===== src/rtl/hazard_ctrl_if.sv =====
// ---------------------------------------------------------------------------
// hazard_ctrl_if
//   Bundle of pipeline-status inputs and hazard-control outputs exchanged
//   between the 5-stage core and its hazard/sequencing controller.
//
//   master : the pipeline side. It drives the decode/execute/memory status
//            and receives the forward selects, stalls, flushes and redirects.
//   slave  : the hazard controller. It is the mirror image of master.
//
//   Status  : ra1D, ra2D, use1D, use2D, dstE, regwriteE, memreadE, dstM,
//             regwriteM, memreadM, branchD, trapM, i_busy, d_busy
//   Control : sctl_ac, sctl_bc, stallF/D/E/M, flushD/E/M/W, redirect_trap,
//             squash_fetch, stall_cnt (STALL_CNT_W bits)
// ---------------------------------------------------------------------------
interface hazard_ctrl_if #(
  parameter int STALL_CNT_W = 32
);
  logic [4:0]             ra1D;
  logic [4:0]             ra2D;
  logic                   use1D;
  logic                   use2D;
  logic [4:0]             dstE;
  logic                   regwriteE;
  logic                   memreadE;
  logic [4:0]             dstM;
  logic                   regwriteM;
  logic                   memreadM;
  logic                   branchD;
  logic                   trapM;
  logic                   i_busy;
  logic                   d_busy;

  logic [1:0]             sctl_ac;
  logic [1:0]             sctl_bc;
  logic                   stallF;
  logic                   stallD;
  logic                   stallE;
  logic                   stallM;
  logic                   flushD;
  logic                   flushE;
  logic                   flushM;
  logic                   flushW;
  logic                   redirect_trap;
  logic                   squash_fetch;
  logic [STALL_CNT_W-1:0] stall_cnt;

  modport master (
    output ra1D, ra2D, use1D, use2D, dstE, regwriteE, memreadE,
           dstM, regwriteM, memreadM, branchD, trapM, i_busy, d_busy,
    input  sctl_ac, sctl_bc, stallF, stallD, stallE, stallM,
           flushD, flushE, flushM, flushW, redirect_trap, squash_fetch,
           stall_cnt
  );

  modport slave (
    input  ra1D, ra2D, use1D, use2D, dstE, regwriteE, memreadE,
           dstM, regwriteM, memreadM, branchD, trapM, i_busy, d_busy,
    output sctl_ac, sctl_bc, stallF, stallD, stallE, stallM,
           flushD, flushE, flushM, flushW, redirect_trap, squash_fetch,
           stall_cnt
  );
endinterface


===== src/rtl/hazard_ctrl.sv =====
// ---------------------------------------------------------------------------
// hazard_ctrl
//   Hazard and sequencing controller for the 5-stage core. Pure control:
//   decode-stage forward selects, per-stage stall/flush, wrong-path fetch
//   squashing after branch/trap redirects, and a saturating count of
//   decode-stall cycles.
//
//   clk   : core clock
//   reset : synchronous, active-high; while high every control output is
//           forced inactive and the forward selects read the register file
//   hz    : hazard_ctrl_if.slave carrying all pipeline status and control
//
//   Forward select encoding: 0 RD, 1 ALUOUTE, 2 ALUOUTM, 3 MEMDATA.
// ---------------------------------------------------------------------------
module hazard_ctrl #(
  parameter int STALL_CNT_W = 32
) (
  input  logic         clk,
  input  logic         reset,
  hazard_ctrl_if.slave hz
);

  typedef enum logic [1:0] {
    FWD_RD      = 2'd0,
    FWD_ALUOUTE = 2'd1,
    FWD_ALUOUTM = 2'd2,
    FWD_MEMDATA = 2'd3
  } fwd_sel_t;

  // RUN: normal flow. SQUASH: a wrong-path fetch is still in flight.
  // TRAP: one cycle after a redirect with no fetch in flight.
  typedef enum logic [1:0] {
    RUN    = 2'd0,
    SQUASH = 2'd1,
    TRAP   = 2'd2
  } state_t;

  state_t                 state_q, state_d;
  logic [STALL_CNT_W-1:0] stall_cnt_q, stall_cnt_d;

  logic lu;
  logic stall_f, stall_d, stall_e, stall_m;
  logic flush_d, flush_e, flush_m, flush_w;
  logic redirect;
  fwd_sel_t sel_a, sel_b;

  // A load in E never forwards from E; the consumer is held by load-use and
  // picks the value up from M one cycle later.
  function automatic fwd_sel_t fwd_sel(
    input logic [4:0] src,
    input logic       src_used,
    input logic [4:0] dst_e,
    input logic       wr_e,
    input logic       rd_e,
    input logic [4:0] dst_m,
    input logic       wr_m,
    input logic       rd_m
  );
    fwd_sel_t sel;
    sel = FWD_RD;
    if (src_used && (src != 5'd0)) begin
      if (wr_e && !rd_e && (dst_e == src)) begin
        sel = FWD_ALUOUTE;
      end else if (wr_m && (dst_m == src)) begin
        sel = rd_m ? FWD_MEMDATA : FWD_ALUOUTM;
      end
    end
    return sel;
  endfunction

  always_comb begin
    sel_a = fwd_sel(hz.ra1D, hz.use1D, hz.dstE, hz.regwriteE, hz.memreadE,
                    hz.dstM, hz.regwriteM, hz.memreadM);
    sel_b = fwd_sel(hz.ra2D, hz.use2D, hz.dstE, hz.regwriteE, hz.memreadE,
                    hz.dstM, hz.regwriteM, hz.memreadM);
  end

  // Load-use only matters while the decode instruction is on the correct
  // path; in SQUASH/TRAP the D slot is being flushed anyway.
  always_comb begin
    lu = (state_q == RUN) && hz.memreadE && hz.regwriteE && (hz.dstE != 5'd0) &&
         ((hz.use1D && (hz.ra1D == hz.dstE)) ||
          (hz.use2D && (hz.ra2D == hz.dstE)));
  end

  // Stall/flush arbitration, highest priority first: dcache busy freezes the
  // whole pipe, then a trap redirect, then load-use, then branch/icache.
  // A trap presented during the TRAP cycle is the same trap and is ignored.
  always_comb begin
    stall_f  = 1'b0;
    stall_d  = 1'b0;
    stall_e  = 1'b0;
    stall_m  = 1'b0;
    flush_d  = 1'b0;
    flush_e  = 1'b0;
    flush_m  = 1'b0;
    flush_w  = 1'b0;
    redirect = 1'b0;
    if (!reset) begin
      if (hz.d_busy) begin
        stall_f = 1'b1;
        stall_d = 1'b1;
        stall_e = 1'b1;
        stall_m = 1'b1;
        flush_w = 1'b1;
      end else if (hz.trapM && (state_q != TRAP)) begin
        flush_d  = 1'b1;
        flush_e  = 1'b1;
        flush_m  = 1'b1;
        redirect = 1'b1;
      end else if (lu) begin
        stall_f = 1'b1;
        stall_d = 1'b1;
        flush_e = 1'b1;
      end else begin
        if (state_q != RUN) flush_d = 1'b1;
        if ((state_q == RUN) && hz.branchD) flush_d = 1'b1;
        if (hz.i_busy) begin
          stall_f = 1'b1;
          flush_d = 1'b1;
        end
      end
    end
  end

  // Next-state logic. While the dcache holds the pipe nothing advances, so
  // the sequencer freezes too and re-evaluates once d_busy drops.
  always_comb begin
    state_d = state_q;
    if (!hz.d_busy) begin
      case (state_q)
        RUN: begin
          if (hz.trapM) begin
            state_d = hz.i_busy ? SQUASH : TRAP;
          end else if (hz.branchD && !lu && hz.i_busy) begin
            state_d = SQUASH;
          end
        end
        SQUASH: begin
          if (!hz.trapM && !hz.i_busy) state_d = RUN;
        end
        TRAP: begin
          state_d = hz.i_busy ? SQUASH : RUN;
        end
        default: state_d = RUN;
      endcase
    end
  end

  always_comb begin
    stall_cnt_d = stall_cnt_q;
    if (stall_d && !(&stall_cnt_q)) stall_cnt_d = stall_cnt_q + 1'b1;
  end

  always_ff @(posedge clk) begin
    if (reset) begin
      state_q     <= RUN;
      stall_cnt_q <= '0;
    end else begin
      state_q     <= state_d;
      stall_cnt_q <= stall_cnt_d;
    end
  end

  assign hz.sctl_ac       = reset ? FWD_RD : sel_a;
  assign hz.sctl_bc       = reset ? FWD_RD : sel_b;
  assign hz.stallF        = stall_f;
  assign hz.stallD        = stall_d;
  assign hz.stallE        = stall_e;
  assign hz.stallM        = stall_m;
  assign hz.flushD        = flush_d;
  assign hz.flushE        = flush_e;
  assign hz.flushM        = flush_m;
  assign hz.flushW        = flush_w;
  assign hz.redirect_trap = redirect;
  assign hz.squash_fetch  = !reset && (state_q == SQUASH);
  assign hz.stall_cnt     = stall_cnt_q;

endmodule


===== src/flat_wrapper.sv =====
// flat-port wrapper written by rule: the top's interface ports become plain ports
module hazard_ctrl_flat 
#(
  parameter int STALL_CNT_W = 32
)
  (clk, reset, hz_ra1D, hz_ra2D, hz_use1D, hz_use2D, hz_dstE, hz_regwriteE, hz_memreadE, hz_dstM, hz_regwriteM, hz_memreadM, hz_branchD, hz_trapM, hz_i_busy, hz_d_busy, hz_sctl_ac, hz_sctl_bc, hz_stallF, hz_stallD, hz_stallE, hz_stallM, hz_flushD, hz_flushE, hz_flushM, hz_flushW, hz_redirect_trap, hz_squash_fetch, hz_stall_cnt);
  hazard_ctrl_if #(.STALL_CNT_W(STALL_CNT_W)) hz_i ();
  input  logic clk;
  input  logic reset;
  input wire logic [$bits(hz_i.ra1D)-1:0] hz_ra1D;
  input wire logic [$bits(hz_i.ra2D)-1:0] hz_ra2D;
  input wire logic [$bits(hz_i.use1D)-1:0] hz_use1D;
  input wire logic [$bits(hz_i.use2D)-1:0] hz_use2D;
  input wire logic [$bits(hz_i.dstE)-1:0] hz_dstE;
  input wire logic [$bits(hz_i.regwriteE)-1:0] hz_regwriteE;
  input wire logic [$bits(hz_i.memreadE)-1:0] hz_memreadE;
  input wire logic [$bits(hz_i.dstM)-1:0] hz_dstM;
  input wire logic [$bits(hz_i.regwriteM)-1:0] hz_regwriteM;
  input wire logic [$bits(hz_i.memreadM)-1:0] hz_memreadM;
  input wire logic [$bits(hz_i.branchD)-1:0] hz_branchD;
  input wire logic [$bits(hz_i.trapM)-1:0] hz_trapM;
  input wire logic [$bits(hz_i.i_busy)-1:0] hz_i_busy;
  input wire logic [$bits(hz_i.d_busy)-1:0] hz_d_busy;
  output wire logic [$bits(hz_i.sctl_ac)-1:0] hz_sctl_ac;
  output wire logic [$bits(hz_i.sctl_bc)-1:0] hz_sctl_bc;
  output wire logic [$bits(hz_i.stallF)-1:0] hz_stallF;
  output wire logic [$bits(hz_i.stallD)-1:0] hz_stallD;
  output wire logic [$bits(hz_i.stallE)-1:0] hz_stallE;
  output wire logic [$bits(hz_i.stallM)-1:0] hz_stallM;
  output wire logic [$bits(hz_i.flushD)-1:0] hz_flushD;
  output wire logic [$bits(hz_i.flushE)-1:0] hz_flushE;
  output wire logic [$bits(hz_i.flushM)-1:0] hz_flushM;
  output wire logic [$bits(hz_i.flushW)-1:0] hz_flushW;
  output wire logic [$bits(hz_i.redirect_trap)-1:0] hz_redirect_trap;
  output wire logic [$bits(hz_i.squash_fetch)-1:0] hz_squash_fetch;
  output wire logic [$bits(hz_i.stall_cnt)-1:0] hz_stall_cnt;
  assign hz_i.ra1D = hz_ra1D;
  assign hz_i.ra2D = hz_ra2D;
  assign hz_i.use1D = hz_use1D;
  assign hz_i.use2D = hz_use2D;
  assign hz_i.dstE = hz_dstE;
  assign hz_i.regwriteE = hz_regwriteE;
  assign hz_i.memreadE = hz_memreadE;
  assign hz_i.dstM = hz_dstM;
  assign hz_i.regwriteM = hz_regwriteM;
  assign hz_i.memreadM = hz_memreadM;
  assign hz_i.branchD = hz_branchD;
  assign hz_i.trapM = hz_trapM;
  assign hz_i.i_busy = hz_i_busy;
  assign hz_i.d_busy = hz_d_busy;
  assign hz_sctl_ac = hz_i.sctl_ac;
  assign hz_sctl_bc = hz_i.sctl_bc;
  assign hz_stallF = hz_i.stallF;
  assign hz_stallD = hz_i.stallD;
  assign hz_stallE = hz_i.stallE;
  assign hz_stallM = hz_i.stallM;
  assign hz_flushD = hz_i.flushD;
  assign hz_flushE = hz_i.flushE;
  assign hz_flushM = hz_i.flushM;
  assign hz_flushW = hz_i.flushW;
  assign hz_redirect_trap = hz_i.redirect_trap;
  assign hz_squash_fetch = hz_i.squash_fetch;
  assign hz_stall_cnt = hz_i.stall_cnt;
  hazard_ctrl #(.STALL_CNT_W(STALL_CNT_W)) u_core (.clk(clk), .reset(reset), .hz(hz_i));
endmodule

===== config.mk =====
export PLATFORM = sky130hd
export DESIGN_NAME = hazard_ctrl_flat
export DESIGN_NICKNAME = d
export VERILOG_FILES = /design/src/rtl/hazard_ctrl_if.sv /design/src/rtl/hazard_ctrl.sv /design/src/flat_wrapper.sv
export SDC_FILE = /design/constraint.sdc
export NUM_CORES = 1
export LEC_CHECK = 0
export CAP_MARGIN = 20
export CORE_MARGIN = 5
export CORE_UTILIZATION = 45
export CTS_CLUSTER_DIAMETER = 100
export DETAILED_ROUTE_END_ITERATION = 12
export PLACE_DENSITY_LB_ADDON = 0.2
export SYNTH_ARGS = -nofsm -noshare
export SYNTH_HDL_FRONTEND = slang
export SYNTH_SLANG_ARGS = --single-unit

===== constraint.sdc =====
create_clock -name clk -period 2.25 [get_ports clk]
set_input_delay 0.3375 -clock clk [delete_from_list [all_inputs] [get_ports clk]]
set_output_delay 0.3375 -clock clk [all_outputs]
set_load 0.02 [all_outputs]

==> flow_summary.yaml <==
sta:
  fin_crit_sh_pct: 98.3
  tightest_slew_ns: 0.473
  fin_ws_ns: 0.0385
  setup_viol: 0
  grt_setup_unrepaired: "yes"
  finClkSkew_ns: 0.00939
  fmax_mhz: 452
  setup_tns_ns: 0
  maxSlewViolCount: 0
  hold_violations: 0
  hold_slack_ns: 0.516
  maxSlewHeadroom_pct: 68.2
  fin_crit_ns: 2.21
flow_run:
  drv_cap: 0
critical_path:
  end_kind: "primary output"
  timing.rr.start: "u_core.state_q[0]$_SDFFE_PP0P_"
  arrival_ns: 1.87
  crit_family: "simple AND/OR/NAND/NOR gates"
  cpPeakStageDelay_ns: 0.55
  slowest_stage: "or4_1"
  cp_cell_sequence: "dlygate4sd2_1 -> or4_1 -> nor2_1 -> nor3b_1 -> and4_1 -> a22o_1 -> buf_2"
  cp_data_required_time_ns: 1.91
  critical_path_class: "in -> out"
  start_kind: "input port"
  crit_start: "hz_ra1D[2]"
  worstPathMaxFanout: 3
  critPathBufInv: 2
place:
  hpwlAfterDp_mm: 4.94
  dp_slack_ns: -0.772
  gp_congestion: 0.870
  port_buffers: 77
global_routing:
  grt_pass1_vias: 2406
  antenna_found_initial: 0
  grt_use_total_pct: 21.9
  grt_max_degree: 29
  grt_pass1_wl_mm: 11.3
  gr-total-overflow: 0
detailed_routing:
  drt_first_pass_iters: 4
  dr.first_iter.drc_count: 119
  vias_per_cell: 5.37
  drc: 0
  ant_nets: 0
  num_vias: 2468
  drt_wl_total_mm: 6.98
  wire_per_inst_um: 15.2
yosys:
  synth-edff-count: 0
  postSynthAreaPerCell_um2: 8.08
  synthCells: 271
  ys_types: 44
  synth_top_cell_area_share_pct: 31.1
  yosysSeqAreaShare_pct: 31.1
  syn_area_mm2: 0.00219
  ys_warn_count: 0
  synth_area_leaders: "dfxtp_1 (31%), xor2_1 (13%), nor2_1 (7.2%)"
  ys_ff_latch: 34
  post-synth-top-count-cell: "nor2_1"
  synth_flop_cell: "dfxtp_1"
  synth_common_cells: "nor2_1 (42), dfxtp_1 (34), xor2_1 (33), nand3_1 (27), nand4_1 (15)"
  syn_nets: 304
  synth_top_area_cell: "dfxtp_1"
  ys_async_sr_fraction_pct: 0
pwr:
  clkPwrFrac_pct: 34.4
  powerDensity_mw_per_mm2: 389
  intPower_uw: 1000
  pwr-share-comb_pct: 21.1
  switchingPower_uw: 374
  ir_drop_mv: 0.393
  switching_share_pct: 27.1
  p_leak_uw: 0.00151
  power_frac_seq_pct: 44.5
clock_network:
  clock_latency_ns: 0.29
  cts_made_buffers: 5
  cts_buffer_depth: 2
  clkTransAtPathRegs_ns: 0.07
  ctsHtreeMaxLevel: 2
  root_buffer: "clkbuf_8"
  clock-sinks: 34
  cts_tree: "yes"
  hold_buffers: 0
die:
  fp-row-count: 25
  core-area_mm2: 0.00472
  start_util_pct: 46.4
  die_w_um: 79.8
  die_h_um: 79.8
  die_area_mm2: 0.00636
  ios: 78
cells_and_area:
  fill_cells: 365
  area_delta_synth_final_pct: 61.7
  num_antenna_cells: 0
  final_nets: 425
  drive_above_1_share_pct: 27.0
worst_hold_path:
  hold_path.startpoint: "u_core.hz.stall_cnt[21]$_SDFFE_PP0P_"
  min_path_type: "reg -> reg"
run_status:
  outcome: "finished clean"
state kept, by name (all words and copies together), names as in the netlist:
| name | count |
|---|---|
| u_core.state_q | 2 |
| u_core.hz.stall_cnt | 32 |
metrics by stage:
step                std cells  util, %  power [uW]  area [um2]
global route              460     75.0        1440        3540
CTS                       455     72.9        1360        3440
global placement          442     69.3         882        3270
detailed placement        442     69.3         886        3270
finish                    460     75.0        1380        3540
floorplan                 271        -         735        2190
layout make-up:
cell class | instances | area (um2) | area share [%]
Multi-Input combinational cell | 218 | 1530 | 43.2
Timing Repair Buffer | 131 | 1140 | 32.2
Sequential cell | 34 | 683 | 19.3
Tap cell | 67 | 83.8 | 2.37
Clock buffer | 6 | 82.6 | 2.33
Clock inverter | 2 | 12.5 | 0.353
Inverter | 2 | 7.51 | 0.212
repair_timing:
item,4_1_cts,5_1_grt
endpoints found under the setup margin,36,23
resized for setup,70,36
pin swaps,8,15
buffers inserted,5,5
cell families (layout without fill, tap and decap cells):
family	count (synthesis)	count (layout)	share of synthesized area [%]
fa+ha+maj	1	1	0.571
flops	34	34	31.1
compound gates	27	27	8.00
xor+xnor	46	46	18.4
mux	1	1	0.685
buf+inv	19	141	4.97
simple gates	143	143	36.3
worst paths after layout:
check,slack [ns],cells after the start,end
worst min-delay path,0.52,2,u_core.hz.stall_cnt[21]$_SDFFE_PP0P_
worst max register to register,0.08,10,u_core.hz.stall_cnt[20]$_SDFFE_PP0P_
worst min register to register,0.52,2,u_core.hz.stall_cnt[21]$_SDFFE_PP0P_
worst max-delay path,0.04,7,hz_sctl_ac[0]
cell usage in the layout, fill, tap and decap left out, types with 5 or more instances in the layout:
cell,synthesis,layout
buf_4,3,55
clkdlybuf4s50_1,0,46
nor2_1,42,40
xor2_1,33,33
dfxtp_1,34,32
nand3_1,27,26
nand4_1,15,15
and3_1,11,11
dlygate4sd2_1,0,11
xnor2_1,13,9
nand2_1,9,8
o21ai_0,7,7
clkbuf_8,0,6
dlymetal6s2s_1,0,6
nor3_1,5,5
a21oi_1,6,5
buf_6,3,5
layer usage:
layer  share of wire (%)  GRT usage [%]  vias to the layer above  wire length (um)
met5                   0              0                        -                 0
met4                0.79           4.73                        0                55
met3                 4.1           3.95                        6               286
met2                  51           39.0                       69              3560
met1                  44           27.5                     1186              3080
li1                    -              -                     1207                 -
power groups by stage:
stage               Clock [uW]  Combinational (uW)  Sequential (uW)
floorplan                    0                 107              628
global placement             0                 257              626
detailed placement           0                 261              626
CTS                        479                 271              612
global route               519                 308              613
finish                     474                 290              613
worst reg2reg max path, cell delays in order, from the launching register on:
cell       delay (ns)
dfxtp_1          0.35
nor2_2           0.15
o2111ai_4        0.14
buf_4            0.16
nor3_1           0.14
a21o_1           0.22
buf_6            0.15
buf_6            0.13
nand4_1          0.11
or3_4            0.40
a21oi_2          0.14
Power figures use the tool's default switching activity.
